[src/rtl/interrupt_controller.sv]
`default_nettype none
//------------------------------------------------------------------------------
// Module      : interrupt_controller
// Description : Interrupt front-end for the single-cycle MIPS core.
//               Synchronizes three asynchronous request lines, edge-detects
//               them into sticky pending bits, applies a software mask,
//               priority-selects one source and presents a request plus
//               entry vector. The in-service source is tracked until eret,
//               so interrupts never nest.
// Ports       : clk, rst        - clock, synchronous active-high reset
//               irq_raw[2:0]    - async level requests (bit 2 = highest)
//               mask_we/din     - mask register write
//               ovr_clr[2:0]    - write-1-to-clear overrun flags
//               irq_ack, eret   - CPU take / exception return strobes
//               irq_req, irq_vector, mask, pending, in_service, overrun
// Revision    : 1.0 - initial release
//------------------------------------------------------------------------------
module interrupt_controller #(
   parameter logic [31:0] ENTRY1 = 32'h0000_0000,
   parameter logic [31:0] ENTRY2 = 32'h0000_0000,
   parameter logic [31:0] ENTRY3 = 32'h0000_036c
) (
   input  logic        clk,
   input  logic        rst,
   input  logic [2:0]  irq_raw,
   input  logic        mask_we,
   input  logic [2:0]  mask_din,
   input  logic [2:0]  ovr_clr,
   input  logic        irq_ack,
   input  logic        eret,
   output logic        irq_req,
   output logic [31:0] irq_vector,
   output logic [2:0]  mask,
   output logic [2:0]  pending,
   output logic [2:0]  in_service,
   output logic [2:0]  overrun
);

   typedef enum logic [0:0] {
      S_IDLE    = 1'b0,
      S_SERVICE = 1'b1
   } state_t;

   state_t      r_state;
   state_t      w_state_next;

   logic [2:0]  r_sync1;
   logic [2:0]  r_sync2;
   logic [2:0]  r_prev;
   logic [2:0]  r_pending;
   logic [2:0]  r_overrun;
   logic [2:0]  r_mask;
   logic [2:0]  r_in_service;

   logic [2:0]  w_edge;
   logic [2:0]  w_eligible;
   logic [2:0]  w_sel;
   logic [31:0] w_sel_vector;
   logic        w_take;
   logic [2:0]  w_ack_vec;

   assign w_edge     = r_sync2 & ~r_prev;
   assign w_eligible = r_pending & ~r_mask;

   // Fixed priority: bit 2 > bit 1 > bit 0.
   always_comb begin
      w_sel        = 3'b000;
      w_sel_vector = 32'h0000_0000;
      if (w_eligible[2]) begin
         w_sel        = 3'b100;
         w_sel_vector = ENTRY1;
      end else if (w_eligible[1]) begin
         w_sel        = 3'b010;
         w_sel_vector = ENTRY2;
      end else if (w_eligible[0]) begin
         w_sel        = 3'b001;
         w_sel_vector = ENTRY3;
      end
   end

   // Next-state and outputs. Nothing is presented while a source is in
   // service, which is what prevents nesting.
   always_comb begin
      w_state_next = r_state;
      irq_req      = 1'b0;
      irq_vector   = 32'h0000_0000;
      w_take       = 1'b0;
      case (r_state)
         S_IDLE: begin
            irq_req    = |w_eligible;
            irq_vector = w_sel_vector;
            if (irq_ack && irq_req) begin
               w_take       = 1'b1;
               w_state_next = S_SERVICE;
            end
         end
         S_SERVICE: begin
            if (eret) begin
               w_state_next = S_IDLE;
            end
         end
         default: w_state_next = S_IDLE;
      endcase
   end

   assign w_ack_vec = w_take ? w_sel : 3'b000;

   always_ff @(posedge clk) begin
      if (rst) begin
         r_state <= S_IDLE;
      end else begin
         r_state <= w_state_next;
      end
   end

   always_ff @(posedge clk) begin
      if (rst) begin
         r_sync1      <= 3'b000;
         r_sync2      <= 3'b000;
         r_prev       <= 3'b000;
         r_pending    <= 3'b000;
         r_overrun    <= 3'b000;
         r_mask       <= 3'b000;
         r_in_service <= 3'b000;
      end else begin
         r_sync1   <= irq_raw;
         r_sync2   <= r_sync1;
         r_prev    <= r_sync2;
         // A new edge on the source being acked keeps its pending bit set.
         r_pending <= (r_pending & ~w_ack_vec) | w_edge;
         // Set takes priority over a simultaneous clear.
         r_overrun <= (r_overrun & ~ovr_clr) | (w_edge & r_pending & ~w_ack_vec);
         if (mask_we) begin
            r_mask <= mask_din;
         end
         if (w_take) begin
            r_in_service <= w_sel;
         end else if (r_state == S_SERVICE && eret) begin
            r_in_service <= 3'b000;
         end
      end
   end

   assign mask       = r_mask;
   assign pending    = r_pending;
   assign in_service = r_in_service;
   assign overrun    = r_overrun;

endmodule
`default_nettype wire

[config.mk]
export PLATFORM = sky130hd
export DESIGN_NAME = interrupt_controller
export DESIGN_NICKNAME = d
export VERILOG_FILES = /design/src/rtl/interrupt_controller.sv
export SDC_FILE = /design/constraint.sdc
export NUM_CORES = 1
export LEC_CHECK = 0
export BUFFER_PORTS_ARGS = -buffer_cell sky130_fd_sc_hd__buf_2
export CORE_UTILIZATION = 43
export CTS_BUF_LIST = sky130_fd_sc_hd__clkbuf_8 sky130_fd_sc_hd__clkbuf_16
export DETAILED_ROUTE_END_ITERATION = 7
export PLACE_DENSITY = 0.78
export SLEW_MARGIN = 20
export SYNTH_ARGS = -nofsm -noshare
export SYNTH_HDL_FRONTEND = slang
export SYNTH_SLANG_ARGS = --single-unit
export TNS_END_PERCENT = 1
[constraint.sdc]
create_clock -name clk -period 1.6 [get_ports clk]
set_input_delay 0.08 -clock clk [delete_from_list [all_inputs] [get_ports clk]]
set_output_delay 0.08 -clock clk [all_outputs]
set_load 0.01 [all_outputs]
==> impl_metrics.py, run 1 <==
metrics = {
    "timing": {
        "grt_setup_unrepaired": "no",
        "timing.final.crit_share_pct": 90.4,
        "finalSetupViolations": 0,
        "skew_ns": 0.00130,
        "fin_crit_ns": 1.45,
        "final_hold_viol_count": 0,
        "slew_viol_final": 0,
        "fmax_mhz": 692,
        "setup_slack_ns": 0.154,
        "tns_ns": 0,
    },
    "clock_network": {
        "cts-root-buf": "clkbuf_8",
        "numClockSinks": 22,
        "ctsResizeCount": 0,
        "clk_path_buf_depth": 2,
        "numCtsBuffers": 3,
        "post_cts_buffers": 0,
        "htreeDepth": 1,
        "cts_tree": "yes",
        "clk_latency_ns": 0.26,
        "clk_pin_slew_worst_paths_ns": 0.07,
        "holdBufCountCts": 0,
    },
    "global_routing": {
        "grt_max_degree": 22,
        "grt_use_total_pct": 13.4,
        "grt_pass1_wl_um": 2530,
        "grt_pass1_vias": 602,
        "antenna_found_initial": 0,
        "grt-ovfl-total": 0,
    },
    "power_and_ir_drop": {
        "ir_worst_vdd_uv": 641,
        "p_per_area_nw_per_um2": 945,
        "total_leakage_power_nw": 0.568,
        "swShare_pct": 24.2,
        "power.switching_w": 0.000269,
        "pwr-share-clk_pct": 34.7,
        "internal-power_w": 0.000842,
        "combPwrFrac_pct": 12.9,
        "seq_power_share_pct": 52.5,
        "total_power_w": 0.00111,
    },
    "worst_setup_path": {
        "critPathCaptureType": "primary output",
        "crit_path_start_kind": "flip-flop",
        "arrival_ns": 1.37,
        "crit_end": "irq_req",
        "crit_required_ns": 1.52,
        "crit_start": "pending[1]",
        "worstSetupPathType": "flip-flop to primary output",
        "reg2regPathDepth": 3,
        "rrSetupSlack_ns": 0.38,
        "rr_startpoint": "mask[2]",
        "crit_fanout": 4,
        "rr_endpoint": "in_service[1]",
    },
    "hold_path": {
        "hp-class": "input port to flip-flop",
    },
    "flow_run": {
        "drv_cap": 0,
    },
    "floorplanning": {
        "fp.dieH_um": 51.4,
        "die-width_um": 51.4,
        "die_area_um2": 2640,
        "pin_count": 59,
        "core_um2": 2250,
        "initial_core_util_pct": 46.5,
        "rows": 17,
    },
    "detailed_routing": {
        "first_pass_iters": 3,
        "wl_um": 1630,
        "drtAntennaViolNets": 0,
        "avgRoutedWirePerCell_um": 9.54,
        "vias": 751,
        "drt_iter0_drc": 2,
        "route.detailed.drc": 0,
        "drt-vias-per-instance": 4.39,
    },
    "yosys": {
        "synth.most_common_cell": "buf_4",
        "synth_area_leaders": "dfxtp_1 (42%), buf_4 (22%), nor2b_1 (6.0%)",
        "ys.flop_type": "dfxtp_1",
        "async_reset_ff_share_pct": 0,
        "ys_seq_area_share_pct": 42.0,
        "avgSynthCellArea_um2": 9.20,
        "synth_edf_count": 0,
        "yosys.area.top_type": "dfxtp_1",
        "synth.distinct_cells": 27,
        "synth_common_cells": "buf_4 (31), dfxtp_1 (22), nor2b_1 (10)",
        "syn_area_um2": 1050,
        "synth_top_area_share_pct": 42.0,
        "synth-seq-cells": 22,
        "syn_inst": 114,
        "yosys_warnings": 0,
    },
    "finish": {
        "drive_above_1_share_pct": 30.1,
        "post-route-util_pct": 52.1,
        "syn_to_final_growth_pct": 12.1,
        "regArea_um2": 440,
        "fin_nets": 158,
        "design_area_um2": 1170,
        "diodes": 0,
        "fillerInstances": 225,
        "multiInputGateArea_um2": 462,
    },
    "placement": {
        "dp_hpwl_um": 1220,
        "place_ws_ns": 0.365,
        "gp_congestion": 0.745,
        "placed_area_um2": 1110,
        "place.port_buffers": 32,
    },
    "status": {
        "status": "complete, no violations",
    },
}
cell families after synthesis:
family | synth area share [%]
buf+inv | 24.3
simple gates | 19.8
flops | 42.0
mux | 2.86
compound gates | 10.6
other cells | 0.358
routing by layer:
layer	vias up	global-route usage (%)	part of all wire, %
li1	374	-	-
met1	328	14.1	42
met2	42	21.4	46
met3	7	5.36	8.7
met4	0	9.46	3.6
met5	-	0	0
cell type report:
class | instances | area share, %
repair buffers | 33 | 14.3
inverters | 4 | 1.28
well taps | 28 | 2.98
multi-input cells | 80 | 39.3
clock buffers | 4 | 4.69
flip-flops and latches | 22 | 37.5
registers in the layout, indices dropped and copies added (netlist names):
name,cells
in_service,3
mask,3
overrun,3
pending,3
r_prev,3
r_state,1
r_sync1,3
r_sync2,3
power groups by stage:
stage	sequential [W]	combinational, W	clock [W]
CTS	0.000582	0.000141	0.000399
floorplan	0.000598	0.000142	0
global route	0.000586	0.000159	0.000424
finish	0.000583	0.000143	0.000385
detailed placement	0.000595	0.000141	0
global placement	0.000594	0.000138	0
worst max-delay path, cell delays in order, from the launching register on:
cell,delay [ns]
dfxtp_1,0.35
nor2b_1,0.41
nor3b_1,0.12
nor2_1,0.10
buf_2,0.13
cell usage in the layout, fill, tap and decap left out:
cell type,instances
or2_2,1
o21ai_0,2
o31ai_1,3
or3_1,1
o21ba_2,1
inv_1,4
o41ai_1,1
or2b_1,1
clkbuf_8,4
nand2b_1,5
buf_4,1
o32ai_1,2
conb_1,26
nand2_1,4
a21oi_1,4
mux2i_1,3
buf_2,32
nor3b_1,1
nand2b_4,1
nor2b_2,1
dfxtp_1,22
nor2b_1,10
or4_1,1
nor2_1,8
nor4_4,1
o22ai_1,1
nor3_1,1
o41ai_2,1
worst min path at each step:
stage | from | endpoint | slack [ns] | depth (start not counted)
2_1_floorplan | rst | overrun[2] | 0.18 | 1
3_3_place_gp | irq_raw[2] | r_sync1[2] | 0.29 | 2
3_5_place_dp | irq_raw[1] | r_sync1[1] | 0.30 | 2
4_1_cts | irq_raw[1] | r_sync1[1] | 0.02 | 2
5_1_grt | irq_raw[1] | r_sync1[1] | 0.03 | 2
6_report | irq_raw[1] | r_sync1[1] | 0.02 | 2
per-stage QoR:
stage / std cells / hold slack [ns]
after floorplan: 139 / 0.182
after global placement: 167 / 0.287
after detailed placement: 167 / 0.297
after CTS: 171 / 0.0210
after global routing: 171 / 0.0301
final: 171 / 0.0246
(Power assumes the default switching activity.)
==> run 2: changes to the inputs <==
CORE_MARGIN = 1.5   (was not set)
==> run 2 against run 1 <==
Compared with the run above:
- hold slack got worse by 0.0020 ns
- cell area rose by 2.0%
- register-to-register slack got worse by 0.02 ns
- critical path depth is the same
- non-clock buffer count stayed put
- clock power grew 31%
- final cell count unchanged
- global-route usage decreased by 1.0 points
- critical path type unchanged
- critical endpoint unchanged
- largest power group unchanged
==> impl_metrics.py, run 2 (synthesized netlist as in run 1, its figures left out) <==
metrics = {
    "detailed_routing": {
        "vias": 749,
        "route.detailed.drc": 0,
        "wl_um": 1720,
        "drt-vias-per-instance": 4.38,
        "drt_iter0_drc": 6,
        "drtAntennaViolNets": 0,
        "first_pass_iters": 4,
        "avgRoutedWirePerCell_um": 10.0,
    },
    "placement": {
        "place_ws_ns": 0.358,
        "place.port_buffers": 32,
        "gp_congestion": 0.718,
        "dp_hpwl_um": 1230,
        "dp.cells": 167,
    },
    "floorplanning": {
        "pin_count": 59,
        "core_um2": 2250,
        "die_area_um2": 2740,
        "die-width_um": 52.4,
        "rows": 17,
        "fp.dieH_um": 52.4,
        "initial_core_util_pct": 46.5,
    },
    "global_routing": {
        "grt-ovfl-total": 0,
        "grt_max_degree": 22,
        "grt_pass1_vias": 611,
        "antenna_found_initial": 0,
        "grt_pass1_wl_um": 2470,
        "grt_use_total_pct": 12.3,
    },
    "clock_network": {
        "post_cts_buffers": 0,
        "clk_pin_slew_worst_paths_ns": 0.07,
        "clk_latency_ns": 0.26,
        "numCtsBuffers": 3,
        "cts_tree": "yes",
        "holdBufCountCts": 0,
        "cts-root-buf": "clkbuf_8",
        "ctsResizeCount": 0,
        "clk_path_buf_depth": 2,
        "htreeDepth": 1,
        "numClockSinks": 22,
    },
    "worst_setup_path": {
        "worstSetupPathType": "flip-flop to primary output",
        "crit_path_start_kind": "flip-flop",
        "crit_required_ns": 1.52,
        "rr_startpoint": "pending[2]",
        "critPathCaptureType": "primary output",
        "arrival_ns": 1.37,
        "crit_start": "pending[2]",
        "reg2regPathDepth": 3,
        "crit_fanout": 6,
    },
    "hold_path": {
        "hp-start": "irq_raw[2]",
        "hp-class": "input port to flip-flop",
        "min_path_cells": 2,
    },
    "power_and_ir_drop": {
        "total_power_w": 0.00123,
        "power.switching_w": 0.000274,
        "pwr-share-clk_pct": 40.8,
        "combPwrFrac_pct": 11.8,
        "internal-power_w": 0.000958,
        "ir_worst_vdd_uv": 549,
        "swShare_pct": 22.2,
        "p_per_area_nw_per_um2": 1030,
        "seq_power_share_pct": 47.4,
        "total_leakage_power_nw": 0.578,
    },
    "finish": {
        "fillerInstances": 206,
        "layout.cells.non_filler": 171,
        "fin_nets": 158,
        "final_cell_mix": "buf_2 (32), conb_1 (26), dfxtp_1 (22), nor2b_1 (9), nor2_1 (8)",
        "diodes": 0,
        "drive_above_1_share_pct": 31.5,
        "layout_commonest_cell": "buf_2",
        "syn_to_final_growth_pct": 14.3,
    },
    "timing": {
        "grt_setup_unrepaired": "no",
        "fmax_mhz": 690,
        "skew_ns": 0.00237,
        "final_hold_viol_count": 0,
        "tns_ns": 0,
        "timing.final.crit_share_pct": 90.5,
        "fin_crit_ns": 1.45,
        "setup_slack_ns": 0.152,
        "finalSetupViolations": 0,
        "slew_viol_final": 0,
    },
    "status": {
        "status": "complete, no violations",
    },
    "flow_run": {
        "drv_cap": 0,
    },
}
==> run 2: cell count changes in the layout (fill, tap and decap cells not counted), sizes merged <==
cell	change
bufinv	+1
clkbuf	-1
==> run 2: path summary, 6_finish.rpt <==
check,slack (ns),end
worst max-delay path,0.15,irq_req
worst max register to register,0.36,in_service[1]
worst min-delay path,0.02,r_sync1[2]
worst min register to register,0.44,r_sync2[2]
==> run 2: cell type report <==
type / instances / area (um2) / share of cell area, %
multi-input cells: 80 / 469 / 39.1
clock inverters: 1 / 30.0 / 2.51
well taps: 28 / 35.0 / 2.92
flip-flops and latches: 22 / 440 / 36.7
repair buffers: 33 / 168 / 14.0
inverters: 4 / 15.0 / 1.25
clock buffers: 3 / 41.3 / 3.44
==> run 2: power groups by stage <==
| stage | clock (W) | sequential (W) | combinational [W] |
|---|---|---|---|
| 2_1_floorplan | 0 | 0.000598 | 0.000142 |
| 6_report | 0.000503 | 0.000583 | 0.000145 |
| 3_3_place_gp | 0 | 0.000594 | 0.000138 |
| 4_1_cts | 0.000525 | 0.000582 | 0.000142 |
| 3_5_place_dp | 0 | 0.000595 | 0.000140 |
| 5_1_grt | 0.000537 | 0.000586 | 0.000163 |
==> run 2: critical path, cell delays in order (launching register included) <==
cell,delay (ns)
dfxtp_1,0.39
nor2b_2,0.37
nor3b_2,0.11
nor2_1,0.10
buf_2,0.13
==> run 2: stage by stage <==
step | hold slack [ns] | utilization, % | cell area [um2]
2_1_floorplan | 0.182 | - | 1150
3_3_place_gp | 0.288 | 49.3 | 1110
3_5_place_dp | 0.296 | 49.3 | 1110
4_1_cts | 0.0133 | 52.4 | 1180
5_1_grt | 0.0284 | 53.2 | 1200
6_report | 0.0226 | 53.2 | 1200
==> run 2: layer usage <==
layer  part of all wire (%)  GRT usage [%]  vias to the layer above  wire, um
li1                       -              -                      379         -
met5                      0              0                        -         0
met2                     46           21.3                       38       797
met1                     44           13.7                      329       750
met3                    8.4           4.29                        3       144
met4                    1.4           5.13                        0        24
